<file path="config.mk">
export PLATFORM = sky130hd
export DESIGN_NAME = mips_multicycle_control
export DESIGN_NICKNAME = d
export VERILOG_FILES = /design/src/rtl/mips_multicycle_control.sv
export SDC_FILE = /design/constraint.sdc
export NUM_CORES = 1
export LEC_CHECK = 0
export ABC_CLOCK_PERIOD_IN_PS = 1700
export CELL_PAD_IN_SITES_DETAIL_PLACEMENT = 1
export CELL_PAD_IN_SITES_GLOBAL_PLACEMENT = 2
export CORE_UTILIZATION = 28
export CTS_BUF_LIST = sky130_fd_sc_hd__clkbuf_8
export DETAILED_ROUTE_END_ITERATION = 10
export GPL_ROUTABILITY_DRIVEN = 0
export GPL_TIMING_DRIVEN = 0
export PLACE_DENSITY_LB_ADDON = 0.12
export SLEW_MARGIN = 25
export SYNTH_ARGS = -nofsm -noshare
export SYNTH_HDL_FRONTEND = slang
export SYNTH_SLANG_ARGS = --single-unit
</file>
<file path="constraint.sdc">
create_clock -name clk -period 1.7 [get_ports clk]
set_input_delay 0.34 -clock clk [delete_from_list [all_inputs] [get_ports clk]]
set_output_delay 0.34 -clock clk [all_outputs]
set_load 0.05 [all_outputs]
</file>
<file path="src/rtl/mips_multicycle_control.sv">
// Multi-cycle MIPS main control FSM: sequences fetch/decode/execute/memory/writeback,
// drives datapath strobes, ALUOp and the immediate one-hot flags for the ALU control decoder.
module mips_multicycle_control #(
    parameter int unsigned MEM_TIMEOUT = 255
) (
    input  logic       clk,
    input  logic       reset,
    input  logic [5:0] opcode,
    input  logic       mem_ready,
    output logic       PCWrite,
    output logic       PCWriteCond,
    output logic       IorD,
    output logic       MemRead,
    output logic       MemWrite,
    output logic       IRWrite,
    output logic       MemtoReg,
    output logic       RegDst,
    output logic       RegWrite,
    output logic       ALUSrcA,
    output logic [1:0] ALUSrcB,
    output logic [1:0] PCSource,
    output logic [1:0] ALUOp,
    output logic       andi,
    output logic       ori,
    output logic       addi,
    output logic       slti,
    output logic       instr_done,
    output logic       illegal_op,
    output logic       mem_error
);

    localparam int unsigned CNT_RAW = $clog2(MEM_TIMEOUT + 1);
    localparam int unsigned CNT_W   = (CNT_RAW < 1) ? 1 : CNT_RAW;
    localparam logic [CNT_W-1:0] CNT_MAX = '1;
    localparam logic [CNT_W-1:0] CNT_TMO = CNT_W'(MEM_TIMEOUT);

    localparam logic [5:0] OP_RTYPE = 6'b000000;
    localparam logic [5:0] OP_LW    = 6'b100011;
    localparam logic [5:0] OP_SW    = 6'b101011;
    localparam logic [5:0] OP_BEQ   = 6'b000100;
    localparam logic [5:0] OP_J     = 6'b000010;
    localparam logic [5:0] OP_ADDI  = 6'b001000;
    localparam logic [5:0] OP_ANDI  = 6'b001100;
    localparam logic [5:0] OP_ORI   = 6'b001101;
    localparam logic [5:0] OP_SLTI  = 6'b001010;

    typedef enum logic [3:0] {
        S_FETCH, S_DECODE, S_MEM_ADDR, S_MEM_RD, S_LOAD_WB, S_MEM_WR,
        S_R_EX, S_R_WB, S_BRANCH, S_JUMP, S_I_EX, S_I_WB
    } state_t;

    state_t           state;
    state_t           state_nxt;
    logic [5:0]       op_q;
    logic [CNT_W-1:0] wait_cnt;
    logic             in_wait;
    logic             timeout;

    assign in_wait = (state == S_FETCH) || (state == S_MEM_RD) || (state == S_MEM_WR);
    assign timeout = (MEM_TIMEOUT != 0) && in_wait && !mem_ready && (wait_cnt == CNT_TMO);

    // Next-state selection; a timeout abandons the instruction and restarts at FETCH
    always_comb begin
        state_nxt = state;
        case (state)
            S_FETCH: begin
                if (timeout)        state_nxt = S_FETCH;
                else if (mem_ready) state_nxt = S_DECODE;
            end
            S_DECODE: begin
                case (opcode)
                    OP_RTYPE:                              state_nxt = S_R_EX;
                    OP_LW, OP_SW:                          state_nxt = S_MEM_ADDR;
                    OP_BEQ:                                state_nxt = S_BRANCH;
                    OP_J:                                  state_nxt = S_JUMP;
                    OP_ADDI, OP_ANDI, OP_ORI, OP_SLTI:     state_nxt = S_I_EX;
                    default:                               state_nxt = S_FETCH;
                endcase
            end
            S_MEM_ADDR: state_nxt = (op_q == OP_LW) ? S_MEM_RD : S_MEM_WR;
            S_MEM_RD: begin
                if (timeout)        state_nxt = S_FETCH;
                else if (mem_ready) state_nxt = S_LOAD_WB;
            end
            S_MEM_WR: begin
                if (timeout || mem_ready) state_nxt = S_FETCH;
            end
            S_R_EX:    state_nxt = S_R_WB;
            S_I_EX:    state_nxt = S_I_WB;
            S_LOAD_WB, S_R_WB, S_I_WB, S_BRANCH, S_JUMP: state_nxt = S_FETCH;
            default:   state_nxt = S_FETCH;
        endcase
    end

    // State, latched opcode and saturating memory wait counter
    always_ff @(posedge clk) begin
        if (reset) begin
            state    <= S_FETCH;
            op_q     <= 6'd0;
            wait_cnt <= '0;
        end else begin
            state <= state_nxt;
            if (state == S_DECODE) op_q <= opcode;
            if (!in_wait || mem_ready || timeout || (state_nxt != state))
                wait_cnt <= '0;
            else if (wait_cnt != CNT_MAX)
                wait_cnt <= wait_cnt + CNT_W'(1);
        end
    end

    // Moore decode of control strobes; FETCH load strobes follow mem_ready, reset forces all low
    always_comb begin
        PCWrite     = 1'b0;
        PCWriteCond = 1'b0;
        IorD        = 1'b0;
        MemRead     = 1'b0;
        MemWrite    = 1'b0;
        IRWrite     = 1'b0;
        MemtoReg    = 1'b0;
        RegDst      = 1'b0;
        RegWrite    = 1'b0;
        ALUSrcA     = 1'b0;
        ALUSrcB     = 2'b00;
        PCSource    = 2'b00;
        ALUOp       = 2'b00;
        andi        = 1'b0;
        ori         = 1'b0;
        addi        = 1'b0;
        slti        = 1'b0;
        instr_done  = 1'b0;
        illegal_op  = 1'b0;
        mem_error   = 1'b0;
        if (!reset) begin
            mem_error = timeout;
            case (state)
                S_FETCH: begin
                    MemRead = 1'b1;
                    ALUSrcB = 2'b01;
                    IRWrite = mem_ready;
                    PCWrite = mem_ready;
                end
                S_DECODE: begin
                    ALUSrcB = 2'b11;
                    case (opcode)
                        OP_RTYPE, OP_LW, OP_SW, OP_BEQ, OP_J,
                        OP_ADDI, OP_ANDI, OP_ORI, OP_SLTI: illegal_op = 1'b0;
                        default:                           illegal_op = 1'b1;
                    endcase
                end
                S_MEM_ADDR: begin
                    ALUSrcA = 1'b1;
                    ALUSrcB = 2'b10;
                end
                S_MEM_RD: begin
                    MemRead = 1'b1;
                    IorD    = 1'b1;
                end
                S_LOAD_WB: begin
                    RegWrite   = 1'b1;
                    MemtoReg   = 1'b1;
                    instr_done = 1'b1;
                end
                S_MEM_WR: begin
                    MemWrite   = 1'b1;
                    IorD       = 1'b1;
                    instr_done = mem_ready;
                end
                S_R_EX: begin
                    ALUSrcA = 1'b1;
                    ALUOp   = 2'b10;
                end
                S_R_WB: begin
                    RegWrite   = 1'b1;
                    RegDst     = 1'b1;
                    ALUOp      = 2'b10;
                    instr_done = 1'b1;
                end
                S_BRANCH: begin
                    ALUSrcA     = 1'b1;
                    ALUOp       = 2'b01;
                    PCWriteCond = 1'b1;
                    PCSource    = 2'b01;
                    instr_done  = 1'b1;
                end
                S_JUMP: begin
                    PCWrite    = 1'b1;
                    PCSource   = 2'b10;
                    instr_done = 1'b1;
                end
                S_I_EX, S_I_WB: begin
                    ALUSrcA = 1'b1;
                    ALUSrcB = 2'b10;
                    ALUOp   = 2'b11;
                    addi    = (op_q == OP_ADDI);
                    andi    = (op_q == OP_ANDI);
                    ori     = (op_q == OP_ORI);
                    slti    = (op_q == OP_SLTI);
                    if (state == S_I_WB) begin
                        RegWrite   = 1'b1;
                        instr_done = 1'b1;
                    end
                end
                default: ;
            endcase
        end
    end

endmodule

</file>
After elaboration in Yosys (flattened, before gate mapping)
Cells that the tools add are included.
{"block": "word_totals", "register_bits": 18, "inputBits": 9, "out_inout_bits": 23, "wordCells": 104}
{"block": "op_classes", "addsub": 1, "eq_ne": 27, "mux": 49, "reduce_logical": 24}
{"operator": "$eq 6x4->1 const B", "n": 8}
{"operator": "$mux 1", "n": 32}
{"operator": "$pmux 4 s7", "n": 1}
{"operator": "$mux 4", "n": 5}
{"operator": "$pmux 4 s5", "n": 1}
{"operator": "$eq 6x6->1 const B", "n": 3}
{"operator": "$eq 4x3->1 const B", "n": 4}
{"operator": "$eq 4x4->1 const B", "n": 4}
{"operator": "$reduce_or 2->1", "n": 7}
{"operator": "$pmux 2 s3", "n": 2}
{"operator": "$reduce_or 9->1", "n": 1}
{"operator": "$add 8x1->8 const B", "n": 1}
{"operator": "$eq 4x2->1 const B", "n": 2}
{"operator": "$eq 8x8->1 const B", "n": 1}
{"operator": "$ne 8x8->1 const B", "n": 1}
{"operator": "$reduce_or 4->1", "n": 2}
{"operator": "$eq 6x2->1 const B", "n": 1}
{"operator": "$eq 6x3->1 const B", "n": 1}
{"operator": "$logic_not 6->1", "n": 1}
{"operator": "$logic_or 1x1->1", "n": 6}
{"operator": "$mux 2", "n": 3}
{"operator": "$reduce_or 5->1", "n": 1}
{"operator": "$eq 4x1->1 const B", "n": 1}
{"operator": "$logic_not 4->1", "n": 1}
{"operator": "8 further kinds", "n": 11}

Logic depth before layout (Yosys ltp)
{"block": "logic_depth", "ltp_word": 11, "ltp_mapped": 6, "ltp_nobuf": 5}

Worst setup path after synthesis
No wires, ideal clock.
{"block": "synth_timing", "path_kind": "reg2out", "startpoint": "register state[1]", "endpoint": "output instr_done", "arrival_time_ns": 3.221, "required_ns": 1.360, "slack_ns": -1.861, "path_stages_with_launch": 5, "path_buffers": 1, "cell_sequence": "dfxtp_1 > buf_6 > nand2b_1 > o21ai_0 > a2111oi_0"}
{"block": "synth_via", "elab_chain_cells": 4, "elab_cells_between_ends": 12, "classes_between": "7 x eq/ne; 3 x mux; 2 x reduce/logical"}
{"element": "start, declared", "line": "52", "text": "state_t state;"}
{"element": "start signal, assigned", "line": "102", "text": "state <= state_nxt;"}
{"element": "$eq 4x4->1 (tied with other cells)", "line": "135", "text": "case (state)"}
{"element": "$reduce_or 4->1 (no source line) (tied with other cells)"}
{"element": "$pmux 1 s3 *", "line": "135"}
{"element": "$mux 1 *", "line": "133", "text": "if (!reset) begin"}
{"element": "end, declared", "line": "27", "text": "output logic instr_done,"}
Every way passes the cells marked *; elsewhere a longest branch is shown, timed or not.

Worst setup path after layout
{"block": "layout_timing", "startpoint": "register state[2]", "endpoint": "output PCWrite"}
{"block": "layout_via", "elab_chain_cells": 3, "elab_cells_between_ends": 4, "classes_between": "1 x eq/ne; 2 x mux; 1 x reduce/logical"}
{"element": "$eq 4x4->1 or $logic_not 4->1 (tied branches)", "line": "135"}
{"element": "$pmux 1 s2 *", "line": "135"}
{"element": "$mux 1 *", "line": "133"}
{"element": "end, declared", "line": "10", "text": "output logic PCWrite,"}
Marks and branches as above.

==> impl_metrics.py <==
metrics = {
    "run_status": {
        "status": "finished with violations",
        "violations": "setup timing",
    },
    "yosys": {
        "synthesis.nets": 180,
        "synth_area_leaders": "dfxtp_1 (29%), nand2_1 (7.1%), a21oi_1 (4.8%)",
        "synth_edf_count": 0,
        "synth_top_area_share": 0.285,
        "syn_avg_cell_area_um2": 7.43,
        "synth_area_um2": 1260,
        "synth_seq_cells": 18,
        "synthCells": 170,
        "synth.distinct_cells": 46,
        "synth_ff_type": "dfxtp_1",
        "synth.largest_area_cell": "dfxtp_1",
        "yosysSeqAreaShare": 0.285,
        "async_flop_share": 0,
        "yosysWarnings": 0,
    },
    "die": {
        "die_area_um2": 4780,
        "start_util": 0.290,
        "fp.coreArea_um2": 4350,
        "ioPinCount": 32,
        "die_w_um": 69.1,
        "fp-row-count": 24,
        "dieHeight_um": 69.1,
    },
    "layout": {
        "n_antenna_cell": 0,
        "area_growth_pct": 101,
        "final_cell_mix": "buf_4 (26), buf_6 (25), nand2_1 (22)",
        "multi_input_area_um2": 1290,
        "mostFrequentLayoutCell": "buf_4",
        "final_nets": 245,
        "fill_cells": 470,
        "drive_gt1_frac": 0.590,
        "seq_area_um2": 375,
    },
    "cts": {
        "clock_path_buffers": 2,
        "cts_hold_buffers": 0,
        "cts_root_buf": "clkbuf_8",
        "clock_latency_ns": 0.25,
        "path_clk_slew_ns": 0.07,
        "cts_sinks": 18,
        "htreeDepth": 1,
        "cts_tree": "done",
        "numCtsBuffers": 3,
    },
    "grt": {
        "grt_usage": 0.193,
        "grt_pass1_vias": 1501,
        "grt_util_met2": 0.367,
        "grt_pass1_wl_mm": 7.53,
        "grt_antenna_before_repair": 0,
        "busiest_layer": "met2",
        "grt.met1_usage": 0.236,
        "met3_usage": 0.0161,
        "grt_max_degree": 11,
        "grt_overflow": 0,
    },
    "setup_path": {
        "critPathLaunchType": "flip-flop",
        "arrival_ns": 1.69,
        "crit_path_end_kind": "output pin",
        "critPathRequiredTime_ns": 1.36,
        "path_max_fanout": 4,
        "critical_path_class": "reg -> out",
    },
    "timing": {
        "clock_skew_ns": 0.00791,
        "rsz0062_at_grt": "true",
        "final_max_slew_viol_count": 0,
        "setup_violations": 22,
        "period_needed_ns": 2.03,
        "finalWorstSetupSlack_ns": -0.328,
        "hold_viol": 0,
        "fmax_mhz": 493,
        "worst-slew-pin-transition_ns": 0.378,
        "maxSlewHeadroom": 0.748,
        "period_share": 1.19,
    },
    "detailed_routing": {
        "drt_iter0_markers": 55,
        "avgViaCountPerCell": 5.50,
        "antenna_left": 0,
        "drt_wl_total_mm": 5.59,
        "wl_per_cell_um": 19.5,
        "post-route-drc-count": 0,
        "first_pass_iters": 4,
        "vias": 1573,
    },
    "placed_design": {
        "place_ws_ns": -1.35,
        "dp_hpwl_mm": 3.17,
        "portBuffers": 29,
    },
    "pwr": {
        "p_leak_nw": 0.888,
        "power_density_nw_per_um2": 417,
        "ir_drop_v": 0.000239,
        "power_mw": 1.06,
    },
    "min_path": {
        "min_path_type": "in -> reg",
    },
    "job": {
        "max_cap_violations": 0,
    },
}
worst max-delay path, stage by stage (launching register included):
cell      delay [ns]
dfxtp_4         0.37
nand2b_4        0.15
or2_4           0.26
buf_4           0.15
buf_4           0.13
nor2_4          0.10
or2_4           0.14
buf_8           0.14
synthesized netlist by cell type, types with 2 or more instances:
master / instances
nand2_1: 24
dfxtp_1: 18
nor2_1: 16
a21oi_1: 12
nor3_1: 10
clkbuf_1: 6
xnor2_1: 6
a31oi_1: 5
nand2b_1: 5
nand3_1: 5
nor3b_1: 5
nor4_1: 5
o21ai_0: 5
nor2b_1: 4
buf_2: 3
nor4b_1: 3
or2_1: 3
a22oi_1: 2
buf_6: 2
nor4bb_1: 2
or2_2: 2
or3_1: 2
xor2_1: 2
registers in the layout, summed over array words and instances (netlist names):
register / cells
op_q: 6
state: 4
wait_cnt: 8
area by class of cell:
| cell class | instances | share of cell area |
|---|---|---|
| plain buffers | 9 | 0.0499 |
| clock buffers | 3 | 0.0163 |
| clock inverters | 1 | 0.00148 |
| inverters | 1 | 0.00247 |
| multi-input cells | 139 | 0.511 |
| flip-flops and latches | 18 | 0.148 |
| well taps | 52 | 0.0257 |
| repair buffers | 63 | 0.245 |
logic make-up (layout without fill, tap and decap cells):
logic type               after synthesis  in the layout  synth area share
adder cells (fa/ha/maj)                1              1           0.00991
XOR/XNOR                               8              8            0.0555
flip-flops                            18             18             0.285
AND/OR/NAND/NOR                       97             97             0.426
buffers and inverters                 13             77            0.0565
AO/OA/AOI/OAI                         33             33             0.167
worst paths after layout:
check | start | endpoint | slack (ns) | depth (start not counted)
worst max-delay path | state[2]$_SDFF_PP0_ | PCWrite | -0.33 | 7
worst min-delay path | opcode[3] | op_q[3]$_SDFFE_PP0P_ | 0.42 | 3
worst max register to register | state[3]$_SDFF_PP0_ | state[0]$_SDFF_PP0_ | 0.02 | 8
worst min register to register | op_q[3]$_SDFFE_PP0P_ | op_q[3]$_SDFFE_PP0P_ | 0.49 | 2
routing by layer:
layer,vias up,part of all wire
li1,739,-
met1,782,0.39
met2,44,0.56
met3,8,0.032
met4,0,0.017
met5,-,0
through the flow:
stage	cell area [µm²]	util	cells	hold WS, ns	setup TNS (ns)
floorplan	1560	-	170	0.450	-1.04
global placement	1920	0.440	251	0.468	-24.26
detailed placement	1920	0.440	251	0.479	-25.30
CTS	2280	0.524	274	0.448	-3.22
global route	2530	0.582	286	0.439	-4.95
finish	2530	0.582	286	0.416	-3.94
where the power goes:
group          switching [mW]  total (mW)  internal (mW)
combinational           0.170       0.300          0.130
sequential             0.0241       0.455          0.431
clock                   0.140       0.300          0.160
repair_timing:
item	4_1_cts	5_1_grt
cloned	0	1
pin swaps	7	15
setup endpoints to repair	32	25
buffers inserted	20	14
gates resized for setup	206	45
No activity file was read; power rests on OpenSTA's default activity.
==> variant 1, RTL diff (same settings) <==
`MEM_TIMEOUT`: 255 -> 510.
--- a/src/rtl/mips_multicycle_control.sv
+++ b/src/rtl/mips_multicycle_control.sv
@@ -3,3 +3,3 @@
 module mips_multicycle_control #(
-    parameter int unsigned MEM_TIMEOUT = 255
+    parameter int unsigned MEM_TIMEOUT = 510
 ) (
Function: same outputs for any inputs over 10 cycles, from zero or initial values and one cycle with reset high; that may be too few to reach the edited logic, so the function may still have changed.
==> variant 1 against the unedited design <==
The flow still finishes with violations (setup timing). Total power grew 7.4%. Core utilization decreased by 0.27 points. Combinational power up 12%. Area after synthesis grew 7.6%. Cell area is 3.0% higher. Worst hold slack worse by 17 ps. Setup slack got worse by 39 ps. Routed wire length grew 3.0%. Register-to-register slack got worse by 260 ps. Sequential cell count grew 1. Critical path type unchanged. Critical endpoint is now mem_error. Largest cell class unchanged. Largest power group unchanged.
==> variant 1: results (changes against the unedited design) <==
Outcome
  – Outcome: finished with violations
  – Failing checks: setup timing

Timing
  – Setup Total Neg Slack: -5150 ps (-1210 ps)
  – Worst setup margin: -367 ps (-39.0 ps)
  – Clk_skew: 2.59 ps (-5.32 ps)
  – Slew @ Worst Pin: 702 ps (+325 ps)
  – Final setup fails: 34 (+55%)

Placed design
  – Cell Area, Placed: 1900 µm² (-0.91%)
  – Dpl ws: -1030 ps (+321 ps)
  – Port bufs: 28 (-3.4%)
  – Placed cells: 254 (+1.2%)
  – Hpwl dp: 3220 µm (+1.5%)

Worst setup path
  – Slowest stage delay, CP: 400 ps (+30 ps)
  – Delay-heaviest family, CP: simple AND/OR/NAND/NOR gates
  – Max stage delay cell, worst path: dfxtp_1
  – Worst EP arrival: 1730 ps (+40 ps)

Logic synthesis
  – Largest cells by area after synthesis: dfxtp_1 28%, nand2_1 5.5%, nor2_1 5.2%
  – Cells after Synth: 174 (+2.4%)
  – Netlist cell types: 49 (+6.5%)
  – Top cells by count, synth: 20 x nand2_1, 19 x dfxtp_1, 19 x nor2_1, 10 x a21oi_1, 8 x nor2_2
  – Post-synthesis sequential area ratio: 28.0% (-0.55 points)

GRT
  – Vias in the first global route: 1,570 (+4.6%)
  – Pin count of the biggest net entering global routing: 12 (+1)
  – First-pass GRT wire length: 7850 µm (+4.1%)
  – GRT Util Overall: 19.3% (-0.043 points)

Die
  – Starting density of the core: 30.2% (+1.2 points)

Drt
  – WL final: 5750 µm (+3.0%)
  – Via-to-Cell Ratio: 5.41 (-1.6%)

Finish
  – Non-Filler Instances: 294 (+2.8%)
  – Regs by FF count: wait_cnt x9, op_q x6, state x4
  – Nets@finish: 255 (+4.1%)

Power and ir drop
  – Worst IR Drop VDD: 287 µV (+20%)
variant 1: cells by family (layout without fill, tap and decap cells):
kind of cell	after synthesis	count (layout)	synth area share [%]
muxes	2	2	1.84
xor gates and xnor gates	10	10	6.45
AOI/OAI and AO/OA	29	29	14.3
adders and majority gates	3	3	2.76
and+or+nand+nor	95	96	40.4
buffers and inverters	16	83	6.26
DFF	19	19	28.0
variant 1: final cells by class:
type,instances,area [µm²]
multi-input cells,140,1280
repair buffers,66,698
fillers,490,1900
plain buffers,10,105
inverters,3,13.8
clock buffers,3,41.3
well taps,52,65.1
flip-flops and latches,19,397
clock inverters,1,5.00
variant 1: tightest hold or removal path, stage by stage:
cell,delay [ps]
clkbuf_2,140
nand2_1,80
a21oi_1,50
variant 1: power by group:
part           internal (mW)  total [mW]  leakage [nW]  switching (mW)
clock network          0.163       0.324        0.0255           0.161
logic                  0.145       0.335         0.804           0.189
registers              0.454       0.475         0.158          0.0209
total                  0.763        1.13         0.987           0.371
variant 1: final timing paths:
kind	start	to	slack (ps)	cells past startpoint
hold reg to reg	op_q[4]	op_q[4]	480	2
setup / recovery	wait_cnt[1]	mem_error	-370	5
hold / removal	opcode[5]	op_q[5]	400	3
setup reg to reg	state[3]	state[0]	-240	6
variant 1: what timing repair did:
action / CTS / global route
setup buffers: 21 / 17
endpoints found under the setup margin: 35 / 40
pin swaps: 14 / 26
resized for setup: 201 / 61
hold endpoints to repair: 0 / 0
cloned: 0 / 1
variant 1: layer usage:
layer	part of all wire, %	vias up	global-route usage (%)	wire, µm
li1	-	755	-	-
met1	43	787	25.6	2500
met2	52	40	32.7	3000
met3	2.4	9	2.81	139
met4	2.0	0	5.01	115
met5	0	-	0	0
==> variant 2, RTL diff (same flow settings) <==
Made on the original files. Register the output `mem_error`, cleared by the reset; this adds one clock of latency there. The other outputs are not delayed to match.
--- a/src/rtl/mips_multicycle_control.sv
+++ b/src/rtl/mips_multicycle_control.sv
@@ -51,2 +51,4 @@
 
+    logic mem_error_d;
+
     state_t           state;
@@ -131,5 +133,5 @@
         illegal_op  = 1'b0;
-        mem_error   = 1'b0;
+        mem_error_d = 1'b0;
         if (!reset) begin
-            mem_error = timeout;
+            mem_error_d = timeout;
             case (state)
@@ -207,2 +209,10 @@
 
+    always_ff @(posedge clk) begin
+        if (reset) begin
+            mem_error <= '0;
+        end else begin
+            mem_error <= mem_error_d;
+        end
+    end
+
 endmodule
Behaviour: no difference found for any inputs over 10 cycles, from zero or initial values and one cycle with reset high; that may be too few to reach the edited logic, so the function may still have changed.
==> variant 2 against the unedited design <==
The run still ends with setup timing left. Area after synthesis is 1.1% higher. Worst hold slack got worse by 50 ps. Total power grew 2.9%. Synthesized cell count decreased by 1.8%. Sequential cell count up 1. Setup slack got worse by 260 ps. Cell area is 1.8% lower. Final cell count shrank 1.4%. Non-clock buffer count shrank 1. Sequential share of layout area grew 0.98 points. Routed wire length down 2.6%. Core utilization is 1.1 points lower. Critical path type unchanged. Largest cell class unchanged.
==> variant 2: results (changes against the unedited design) <==
Outcome
  – Outcome: finished with violations
  – Failing checks: setup timing

Timing
  – Hold Violations, Final: 0 (unchanged)
  – Final Max Tran Viols: 0 (unchanged)
  – Final setup fails: 24 (+9.1%)
  – Clk_skew: 3.12 ps (-4.79 ps)
  – Worst setup margin: -586 ps (-257 ps)
  – Worst relative slew slack: 62.8% (-12 points)

Placed design
  – Hpwl dp: 3030 µm (-4.2%)
  – Placed cells: 248 (-1.2%)
  – Port bufs: 29 (unchanged)

Logic synthesis
  – Netlist cell types: 45 (-2.2%)
  – Syn Nets: 177 (-1.7%)
  – Mapped Avg Cell Area: 7.64 µm² (+2.9%)
  – Largest cells by area after synthesis: dfxtp_1 30%, nand2_1 6.5%, nor2_1 5.6%
  – Post-synthesis sequential area ratio: 29.8% (+1.3 points)
  – FFs w/ async S/R, synth: 0% (unchanged)
  – Yosys warning total: 0 (unchanged)
  – Top cells by count, synth: 22 x nand2_1, 19 x dfxtp_1, 19 x nor2_1, 13 x nor3_1, 12 x a21oi_1

GRT
  – Vias in the first global route: 1,554 (+3.5%)
  – Pin count of the biggest net entering global routing: 12 (+1)
  – First-pass GRT wire length: 7830 µm (+3.9%)
  – Initial antenna violation count: 0 (unchanged)
  – GRT Util Overall: 20.2% (+0.87 points)

Finish
  – Layout cells sized above 1: 58.3% (-0.71 points)
  – Ant diodes: 0 (unchanged)
  – Nets@finish: 241 (-1.6%)
  – Regs by FF count: wait_cnt x8, op_q x6, state x4

Worst setup path
  – Critical-path maximum fanout: 4 (unchanged)

Power and ir drop
  – Worst IR Drop VDD: 296 µV (+24%)
  – Psw: 338 µW (+1.4%)
  – Leakage: 0.917 nW (+3.3%)

Drt
  – Via-to-Cell Ratio: 5.34 (-2.8%)
  – Via count: 1,507 (-4.2%)
  – DR iter-0 viols: 116 (+110%)
  – WL/cell: 19.3 µm (-1.2%)
  – Drt pass-1 iters: 4 (unchanged)

CTS
  – Worst-path clk slew: 70 ps (about the same)
  – CTS root buf: clkbuf_8
  – CTS Buf Count: 3 (unchanged)
  – H-tree depth: 1 (unchanged)
  – Latest clock arrival within the worst-skew pair: 250 ps (about the same)
  – Clk buf depth: 2 (unchanged)

Hold path
  – Hold WC Path Type: primary input to register
==> variant 2: repair_timing <==
item	CTS	global route
pin swaps	15	21
gates cloned	0	1
hold buffers	0	0
setup buffers	18	18
gates resized for setup	233	32
setup endpoints to repair	32	38
==> variant 2: worst paths after layout <==
path | start | endpoint | slack (ps) | cells after the start
max reg2reg | state[2] | state[1] | -90 | 6
max | state[2] | andi | -590 | 5
min reg2reg | op_q[5] | op_q[5] | 470 | 2
min | opcode[5] | op_q[5] | 370 | 3
==> variant 2: worst max-delay path: stages, from the launching register on <==
cell      delay [ps]
dfxtp_4          350
nand2b_4         140
or2_4            260
or4_4            490
nor4b_4          250
buf_6            200
==> variant 2: final cells by class <==
| class | count | area (µm²) |
|---|---|---|
| plain buffers | 9 | 136 |
| clock buffers | 3 | 41.3 |
| clock inverters | 1 | 5.00 |
| fillers | 470 | 1870 |
| inverters | 3 | 11.3 |
| multi-input cells | 133 | 1200 |
| flip-flops and latches | 19 | 393 |
| well taps | 52 | 65.1 |
| repair buffers | 62 | 636 |
==> variant 2: stage by stage <==
| step | power [mW] | instance area (µm²) | setup WS (ps) | TNS (ps) |
|---|---|---|---|---|
| after floorplan | 0.625 | 1470 | -602 | -3840 |
| after global placement | 0.688 | 1830 | -1450 | -26190 |
| after detailed placement | 0.691 | 1830 | -1450 | -26450 |
| after CTS | 1.05 | 2300 | -629 | -6160 |
| after global routing | 1.14 | 2490 | -642 | -6590 |
| final | 1.09 | 2490 | -586 | -5260 |
==> variant 2: metal layers <==
metal	up-vias	global-route usage (%)	wire (µm)
met5	-	0	0
met4	0	2.27	109
met1	734	24.9	2220
met2	38	37.3	2940
met3	10	3.63	170
li1	725	-	-
==> variant 2: cell families after synthesis <==
family	after synthesis	synth area share, %
XOR/XNOR	9	6.18
flip-flops	19	29.8
AO/OA/AOI/OAI	29	14.5
adder cells (fa/ha/maj)	1	0.980
buffers and inverters	16	6.86
AND/OR/NAND/NOR	93	41.7
==> variant 2: power groups by stage <==
stage / Clock [mW] / Combinational (mW) / Sequential, mW
6_report: 0.315 / 0.301 / 0.471
5_1_grt: 0.351 / 0.319 / 0.473
4_1_cts: 0.318 / 0.262 / 0.470
3_5_place_dp: 0 / 0.209 / 0.482
3_3_place_gp: 0 / 0.207 / 0.481
2_1_floorplan: 0 / 0.146 / 0.479
